File: src/rtl/if_fetch_stage.sv
// IF-stage fetch unit: owns the PC, drives a req/ack instruction port and the IF/ID register.
// Optional misaligned-target trapping is compiled in with FETCH_MISALIGN_CHECK_EN.
module if_fetch_stage #(
    parameter logic [31:0] RESET_PC  = 32'h0000_0000,
    parameter logic [31:0] NOP_INSTR = 32'h0000_0013
) (
    input  logic        clk,
    input  logic        rstn,
    input  logic [31:0] pc_new,
    input  logic        redirect,
    input  logic        stall,
    output logic [31:0] pc_plus4,
    output logic        imem_req,
    output logic [31:0] imem_addr,
    input  logic        imem_ack,
    input  logic [31:0] imem_rdata,
    output logic        ifid_valid,
    output logic [31:0] ifid_pc,
    output logic [31:0] ifid_instr,
    output logic        ifid_misalign
);

    typedef enum logic [1:0] {FETCH, BUFFERED, KILL, IDLE} state_t;

    state_t      state_reg, state_next;
    logic [31:0] pc_reg, pc_next;
    logic [31:0] req_addr_reg, req_addr_next;
    logic [31:0] skid_pc_reg, skid_pc_next;
    logic [31:0] skid_instr_reg, skid_instr_next;
    logic        ifid_valid_reg, ifid_valid_next;
    logic [31:0] ifid_pc_reg, ifid_pc_next;
    logic [31:0] ifid_instr_reg, ifid_instr_next;
    logic        ack_ok;
    logic [31:0] target;
    logic        target_mis;
    logic        pc_mis;
`ifdef FETCH_MISALIGN_CHECK_EN
    logic        ifid_mis_reg, ifid_mis_next;
`endif

    assign pc_plus4  = pc_reg + 32'd4;
    assign imem_req  = rstn && ((state_reg == FETCH) || (state_reg == KILL));
    assign imem_addr = req_addr_reg;
    assign ack_ok    = imem_ack && imem_req;

`ifdef FETCH_MISALIGN_CHECK_EN
    assign target     = pc_new;
    assign target_mis = |pc_new[1:0];
    assign pc_mis     = |pc_reg[1:0];
`else
    assign target     = pc_new & 32'hFFFF_FFFC;
    assign target_mis = 1'b0;
    assign pc_mis     = 1'b0;
`endif

    always_comb begin
        state_next      = state_reg;
        pc_next         = pc_reg;
        req_addr_next   = req_addr_reg;
        skid_pc_next    = skid_pc_reg;
        skid_instr_next = skid_instr_reg;
        ifid_valid_next = ifid_valid_reg;
        ifid_pc_next    = ifid_pc_reg;
        ifid_instr_next = ifid_instr_reg;
`ifdef FETCH_MISALIGN_CHECK_EN
        ifid_mis_next   = ifid_mis_reg;
`endif
        if (redirect) begin
            pc_next         = target;
            ifid_valid_next = 1'b0;
            ifid_instr_next = NOP_INSTR;
`ifdef FETCH_MISALIGN_CHECK_EN
            ifid_mis_next   = 1'b0;
`endif
            // An outstanding request must still be drained before the target is fetched.
            if (imem_req && !ack_ok) begin
                state_next = KILL;
            end else begin
                req_addr_next = target;
                state_next    = target_mis ? IDLE : FETCH;
                if (target_mis) begin
                    ifid_valid_next = 1'b1;
                    ifid_pc_next    = target;
`ifdef FETCH_MISALIGN_CHECK_EN
                    ifid_mis_next   = 1'b1;
`endif
                end
            end
        end else begin
            case (state_reg)
                FETCH: begin
                    if (ack_ok) begin
                        pc_next       = pc_plus4;
                        req_addr_next = pc_plus4;
                        if (stall) begin
                            skid_pc_next    = req_addr_reg;
                            skid_instr_next = imem_rdata;
                            state_next      = BUFFERED;
                        end else begin
                            ifid_valid_next = 1'b1;
                            ifid_pc_next    = req_addr_reg;
                            ifid_instr_next = imem_rdata;
                        end
                    end else if (!stall) begin
                        ifid_valid_next = 1'b0;
                        ifid_instr_next = NOP_INSTR;
                    end
                end
                BUFFERED: begin
                    if (!stall) begin
                        ifid_valid_next = 1'b1;
                        ifid_pc_next    = skid_pc_reg;
                        ifid_instr_next = skid_instr_reg;
                        state_next      = FETCH;
                    end
                end
                KILL: begin
                    if (!stall) begin
                        ifid_valid_next = 1'b0;
                        ifid_instr_next = NOP_INSTR;
                    end
                    if (ack_ok) begin
                        req_addr_next = pc_reg;
                        state_next    = pc_mis ? IDLE : FETCH;
                        if (pc_mis) begin
                            ifid_valid_next = 1'b1;
                            ifid_pc_next    = pc_reg;
                            ifid_instr_next = NOP_INSTR;
`ifdef FETCH_MISALIGN_CHECK_EN
                            ifid_mis_next   = 1'b1;
`endif
                        end
                    end
                end
                default: begin
                    // Idle after a misaligned target: let the trap entry move on, then bubble.
                    if (!stall) begin
                        ifid_valid_next = 1'b0;
                        ifid_instr_next = NOP_INSTR;
`ifdef FETCH_MISALIGN_CHECK_EN
                        ifid_mis_next   = 1'b0;
`endif
                    end
                end
            endcase
        end
    end

    always_ff @(posedge clk or negedge rstn) begin
        if (!rstn) begin
            state_reg      <= FETCH;
            pc_reg         <= RESET_PC;
            req_addr_reg   <= RESET_PC;
            skid_pc_reg    <= 32'd0;
            skid_instr_reg <= 32'd0;
            ifid_valid_reg <= 1'b0;
            ifid_pc_reg    <= 32'd0;
            ifid_instr_reg <= NOP_INSTR;
        end else begin
            state_reg      <= state_next;
            pc_reg         <= pc_next;
            req_addr_reg   <= req_addr_next;
            skid_pc_reg    <= skid_pc_next;
            skid_instr_reg <= skid_instr_next;
            ifid_valid_reg <= ifid_valid_next;
            ifid_pc_reg    <= ifid_pc_next;
            ifid_instr_reg <= ifid_instr_next;
        end
    end

`ifdef FETCH_MISALIGN_CHECK_EN
    always_ff @(posedge clk or negedge rstn) begin
        if (!rstn) ifid_mis_reg <= 1'b0;
        else       ifid_mis_reg <= ifid_mis_next;
    end
    assign ifid_misalign = ifid_mis_reg;
`else
    assign ifid_misalign = 1'b0;
`endif

    assign ifid_valid = ifid_valid_reg;
    assign ifid_pc    = ifid_pc_reg;
    assign ifid_instr = ifid_instr_reg;

endmodule

File: config.mk
export PLATFORM = sky130hd
export DESIGN_NAME = if_fetch_stage
export DESIGN_NICKNAME = d
export VERILOG_FILES = /design/src/rtl/if_fetch_stage.sv
export SDC_FILE = /design/constraint.sdc
export NUM_CORES = 1
export LEC_CHECK = 0
export BUFFER_PORTS_ARGS = -buffer_cell sky130_fd_sc_hd__buf_2
export CAP_MARGIN = 40
export CORE_ASPECT_RATIO = 0.7
export CORE_MARGIN = 4
export CORE_UTILIZATION = 62
export CTS_BUF_LIST = sky130_fd_sc_hd__clkbuf_4
export CTS_CLUSTER_SIZE = 8
export DETAILED_ROUTE_END_ITERATION = 8
export PLACE_DENSITY_LB_ADDON = 0.12
export SLEW_MARGIN = 40
export SYNTH_ARGS = -nofsm -noshare
export SYNTH_HDL_FRONTEND = slang
export SYNTH_SLANG_ARGS = --single-unit
export TNS_END_PERCENT = 1
File: constraint.sdc
create_clock -name clk -period 2.91 [get_ports clk]
set_input_delay 0.4365 -clock clk [delete_from_list [all_inputs] [get_ports clk]]
set_output_delay 0.4365 -clock clk [all_outputs]
set_load 0.1 [all_outputs]
# --- After elaboration in Yosys (flattened, before gate mapping) ---
# Cells that the tools add are included.
totals:
  elab_cells: 67
  out_inout_bits: 131
  register_bits: 195
classes:
  eq_ne: 11
  reduce_logical: 17
  addsub: 1
  bitwise: 1
  n_mux: 29
ops:
  columns: ["op", "n"]
  rows:
  - ["$mux 32", 14]
  - ["$pmux 32 s2", 3]
  - ["$add 32x3->32 const B", 1]
  - ["$mux 2", 6]
  - ["$ne 3x3->1 const B", 4]
  - ["$reduce_and 5->1", 2]
  - ["$ne 2x2->1 const B", 4]
  - ["$reduce_and 4->1", 2]
  - ["$pmux 2 s3", 1]
  - ["$reduce_bool 2->1", 3]
  - ["$mux 1", 4]
  - ["$ne 4x4->1 const B", 1]
  - ["$reduce_and 2->1", 2]
  - ["$reduce_bool 4->1", 1]
  - ["$logic_and 1x1->1", 3]
  - ["$reduce_bool 3->1", 1]
  - ["$eq 2x1->1 const B", 1]
  - ["$eq 2x2->1 const B", 1]
  - ["$logic_not 2->1", 1]
  - ["$pmux 1 s2", 1]
  - ["$logic_not 1->1", 1]
  - ["$logic_or 1x1->1", 1]
  - ["$not 1->1", 1]

# --- Depth between registers and ports, before layout ---
depth:
  word_depth: 8
  mapped_depth: 11

# --- Worst setup path before layout ---
# Ideal clock, no wire load.
synth_timing:
  path_kind: "flip-flop to output port"
  from: "register pc_reg[3]"
  to: "output port pc_plus4[26]"
  path_slack_ns: -0.502
  stages_incl_launch_ff: 8
  required_time_ns: 2.474
  arrival_ns: 2.976
  path_cell_list: "dfrtp_1 > ha_1 > buf_2 > nand4_1 > nor3_2 > buf_4 > nand3_1 > xnor2_1"
synth_via:
  elab_chain_cells: 1
synth_rtl:
  columns: ["element", "line", "text"]
  rows:
  - ["from (decl)", "26", "logic [31:0] pc_reg, pc_next;"]
  - ["from (signal assigned)", "161", "pc_reg <= pc_next;"]
  - ["$add 32x3->32", "41", "assign pc_plus4 = pc_reg + 32'd4;"]
  - ["to (decl)", "12", "output logic [31:0] pc_plus4,"]
# No other way between the ends.

# --- Worst setup path in the final report ---
layout_timing:
  from: "register pc_reg[6]"
  to: "output port pc_plus4[23]"
# The elaborated chain is that of the path after synthesis.

==> impl_metrics.json <==
{
  "p_per_area_nw_per_um2": 1140,
  "clock_sinks": 190,
  "slowest_delay_ns": 0.47,
  "synth_top_area_share": 0.478,
  "max_freq_ghz": 0.341,
  "port_buffers": 194,
  "worstSetupStartpointType": "flop",
  "htree_num_levels": 4,
  "fin_ws_ns": -0.0222,
  "drc_errors": 0,
  "ir_worst_vdd_uv": 830,
  "ant_nets": 0,
  "ioPinCount": 200,
  "routed_wl_um": 25400,
  "syn_to_final_growth_pct": 20.2,
  "outcome": "finished with violations",
  "nets": 1194,
  "dieHeight_um": 113,
  "finalCritPeriodShare": 1.01,
  "synth_edf_count": 0,
  "p_leak_nw": 5.32,
  "coreArea_um2": 15500,
  "slew_viol_final": 0,
  "crit_type": "flop to primary output",
  "drive_gt1_frac": 0.376,
  "synthDistinctLibCells": 64,
  "ys_seq_elements": 190,
  "root_buffer": "clkbuf_4",
  "vias": 7828,
  "skew_ns": 0.0195,
  "grt_pass1_vias": 7313,
  "cts_buffers": 17,
  "hold_viol_final": 0,
  "clk_pin_slew_worst_paths_ns": 0.17,
  "slew_headroom": 0.546,
  "place_congestion": 0.941,
  "tns_ns": -0.0222,
  "antenna_found_initial": 0,
  "path_cells": "nand4_4 -> nor3_4 -> nand2_2 -> nor2_2 -> xor2_2 -> buf_12",
  "syn_area_um2": 9780,
  "cts_tree": "built",
  "critPathBufInv": 1,
  "diodes": 0,
  "hp-class": "primary input to flop",
  "clock_path_buffers": 2,
  "synth_ff_type": "dfrtp_1",
  "cp-endpoint": "pc_plus4[23]",
  "syn_inst": 934,
  "cp-end-kind": "primary output",
  "setup_viol": 1,
  "routed_via_density": 5.87,
  "grt_max_degree": 77,
  "period_minus_slack_ns": 2.93,
  "async_flop_share": 1.00,
  "dr.pass1.iters": 5,
  "ff2ff_setup_slack_ns": 0.47,
  "yosysWarnings": 0,
  "hold_ws_ns": 0.0715,
  "avgSynthCellArea_um2": 10.5,
  "violations": "negative setup slack",
  "slowest_stage": "dfrtp_1",
  "die_w_um": 158,
  "reg2reg_depth": 8,
  "yosysSeqAreaShare": 0.487,
  "path_max_fanout": 10,
  "r2r_start": "state_reg[0]",
  "rsz0062_at_grt": "yes",
  "path_delay_family": "simple AND/OR/NAND/NOR gates",
  "overflow": 0,
  "drv_cap": 0,
  "min_path_cells": 2,
  "drt_iter0_markers": 816,
  "path_depth": 6,
  "post_drt_wl_per_cell_um": 19.0,
  "cp.required_ns": 2.47,
  "fp-row-count": 38,
  "synth_top_area_cell": "dfrtp_1",
  "dp_hpwl_um": 17600,
  "clk_latency_ns": 0.60,
  "r2r_end": "ifid_instr[24]",
  "cp.arrival_ns": 2.50,
  "grtUsageTotal": 0.285,
  "n_fill_cell": 1127,
  "crit_start": "pc_reg[6]",
  "die-area_um2": 17900,
  "pre_cts_ws_ns": 0.329,
  "initial_core_util": 0.631,
  "grt_pass1_wl_um": 39700,
  "worstMarginPinSlew_ns": 0.681,
  "synthTopCellsByArea": "dfrtp_1, mux2_2, mux2i_1, nand2_1, xnor2_1"
}
## cells by family after synthesis
group	Yosys count	synth area share
buf+inv	96	0.0493
fa+ha+maj	4	0.00512
compound gates	170	0.111
xor+xnor	76	0.0681
flops	190	0.487
simple gates	273	0.143
other cells	1	0.000383
mux	124	0.137
## worst min-delay path by stage
| stage | end | slack, ns | start |
|---|---|---|---|
| floorplan | ifid_instr[10] | 0.14 | rstn |
| finish | skid_instr_reg[9] | 0.07 | imem_rdata[9] |
| global placement | imem_addr[22] | 0.34 | rstn |
| detailed placement | imem_addr[26] | 0.34 | rstn |
| CTS | skid_instr_reg[9] | 0.03 | imem_rdata[9] |
| global route | skid_instr_reg[9] | 0.01 | imem_rdata[9] |
## cell usage after synthesis, types with 21 or more instances
cell	n
dfrtp_1	187
nand2_1	113
mux2_2	81
o21ai_0	61
nor2_1	49
buf_2	43
mux2i_1	43
xnor2_1	43
xor2_1	33
a22oi_1	32
clkbuf_1	22
nand3_1	21
## power by group
| group | total (W) | leakage, nW | switching [W] | internal [W] |
|---|---|---|---|---|
| sequential | 0.00436 | 2.31 | 0.000769 | 0.00359 |
| clock | 0.00158 | 0.165 | 0.00103 | 0.000557 |
| combinational | 0.00740 | 2.85 | 0.00569 | 0.00170 |
| total | 0.0133 | 5.32 | 0.00749 | 0.00585 |
## area by class of cell
class                   instances  area (µm²)  area share
clock buffers                  17         128      0.0109
clock inverters                15         203      0.0172
inverters                      11        41.3     0.00351
multi-input cells             650        4680       0.398
flip-flops and latches        190        4780       0.407
well taps                     200         250      0.0213
repair buffers                251        1670       0.142
## cell usage in the layout, fill, tap and decap left out, types with 11 or more instances in the layout
| cell | count |
|---|---|
| nand2_1 | 111 |
| o21ai_1 | 19 |
| xor2_1 | 31 |
| buf_4 | 55 |
| nor2_1 | 45 |
| xnor2_1 | 37 |
| dfrtp_1 | 166 |
| dfrtp_2 | 21 |
| clkbuf_4 | 20 |
| nand3_1 | 20 |
| buf_12 | 14 |
| mux2_2 | 81 |
| a22oi_1 | 32 |
| nand2b_1 | 11 |
| inv_1 | 11 |
| buf_2 | 170 |
| o21ai_0 | 61 |
| mux2i_1 | 43 |
| nand4_1 | 19 |
## metal layers
metal  vias to the layer above  wire (µm)  global-route usage
met5                         -          0                   0
met4                         0        342              0.0625
met3                        33       2350              0.0623
met2                       365      10700               0.396
met1                      3784      11900               0.459
li1                       3646          -                   -
## metrics by stage
| stage | total power [W] | util | instances | instance area [µm²] |
|---|---|---|---|---|
| 2_1_floorplan | 0.0102 | - | 936 | 9800 |
| 3_3_place_gp | 0.0115 | 0.714 | 1279 | 11100 |
| 3_5_place_dp | 0.0117 | 0.715 | 1279 | 11100 |
| 4_1_cts | 0.0133 | 0.751 | 1331 | 11600 |
| 5_1_grt | 0.0140 | 0.758 | 1334 | 11800 |
| 6_report | 0.0133 | 0.758 | 1334 | 11800 |
## what timing repair did
item,CTS,global route
resized for setup,33,22
setup endpoints to repair,23,22
pin swaps,2,1
gates cloned,0,0
endpoints found under the hold margin,21,0
setup buffers,19,3
hold buffers,1,0
No activity file was read; power rests on OpenSTA's default activity.
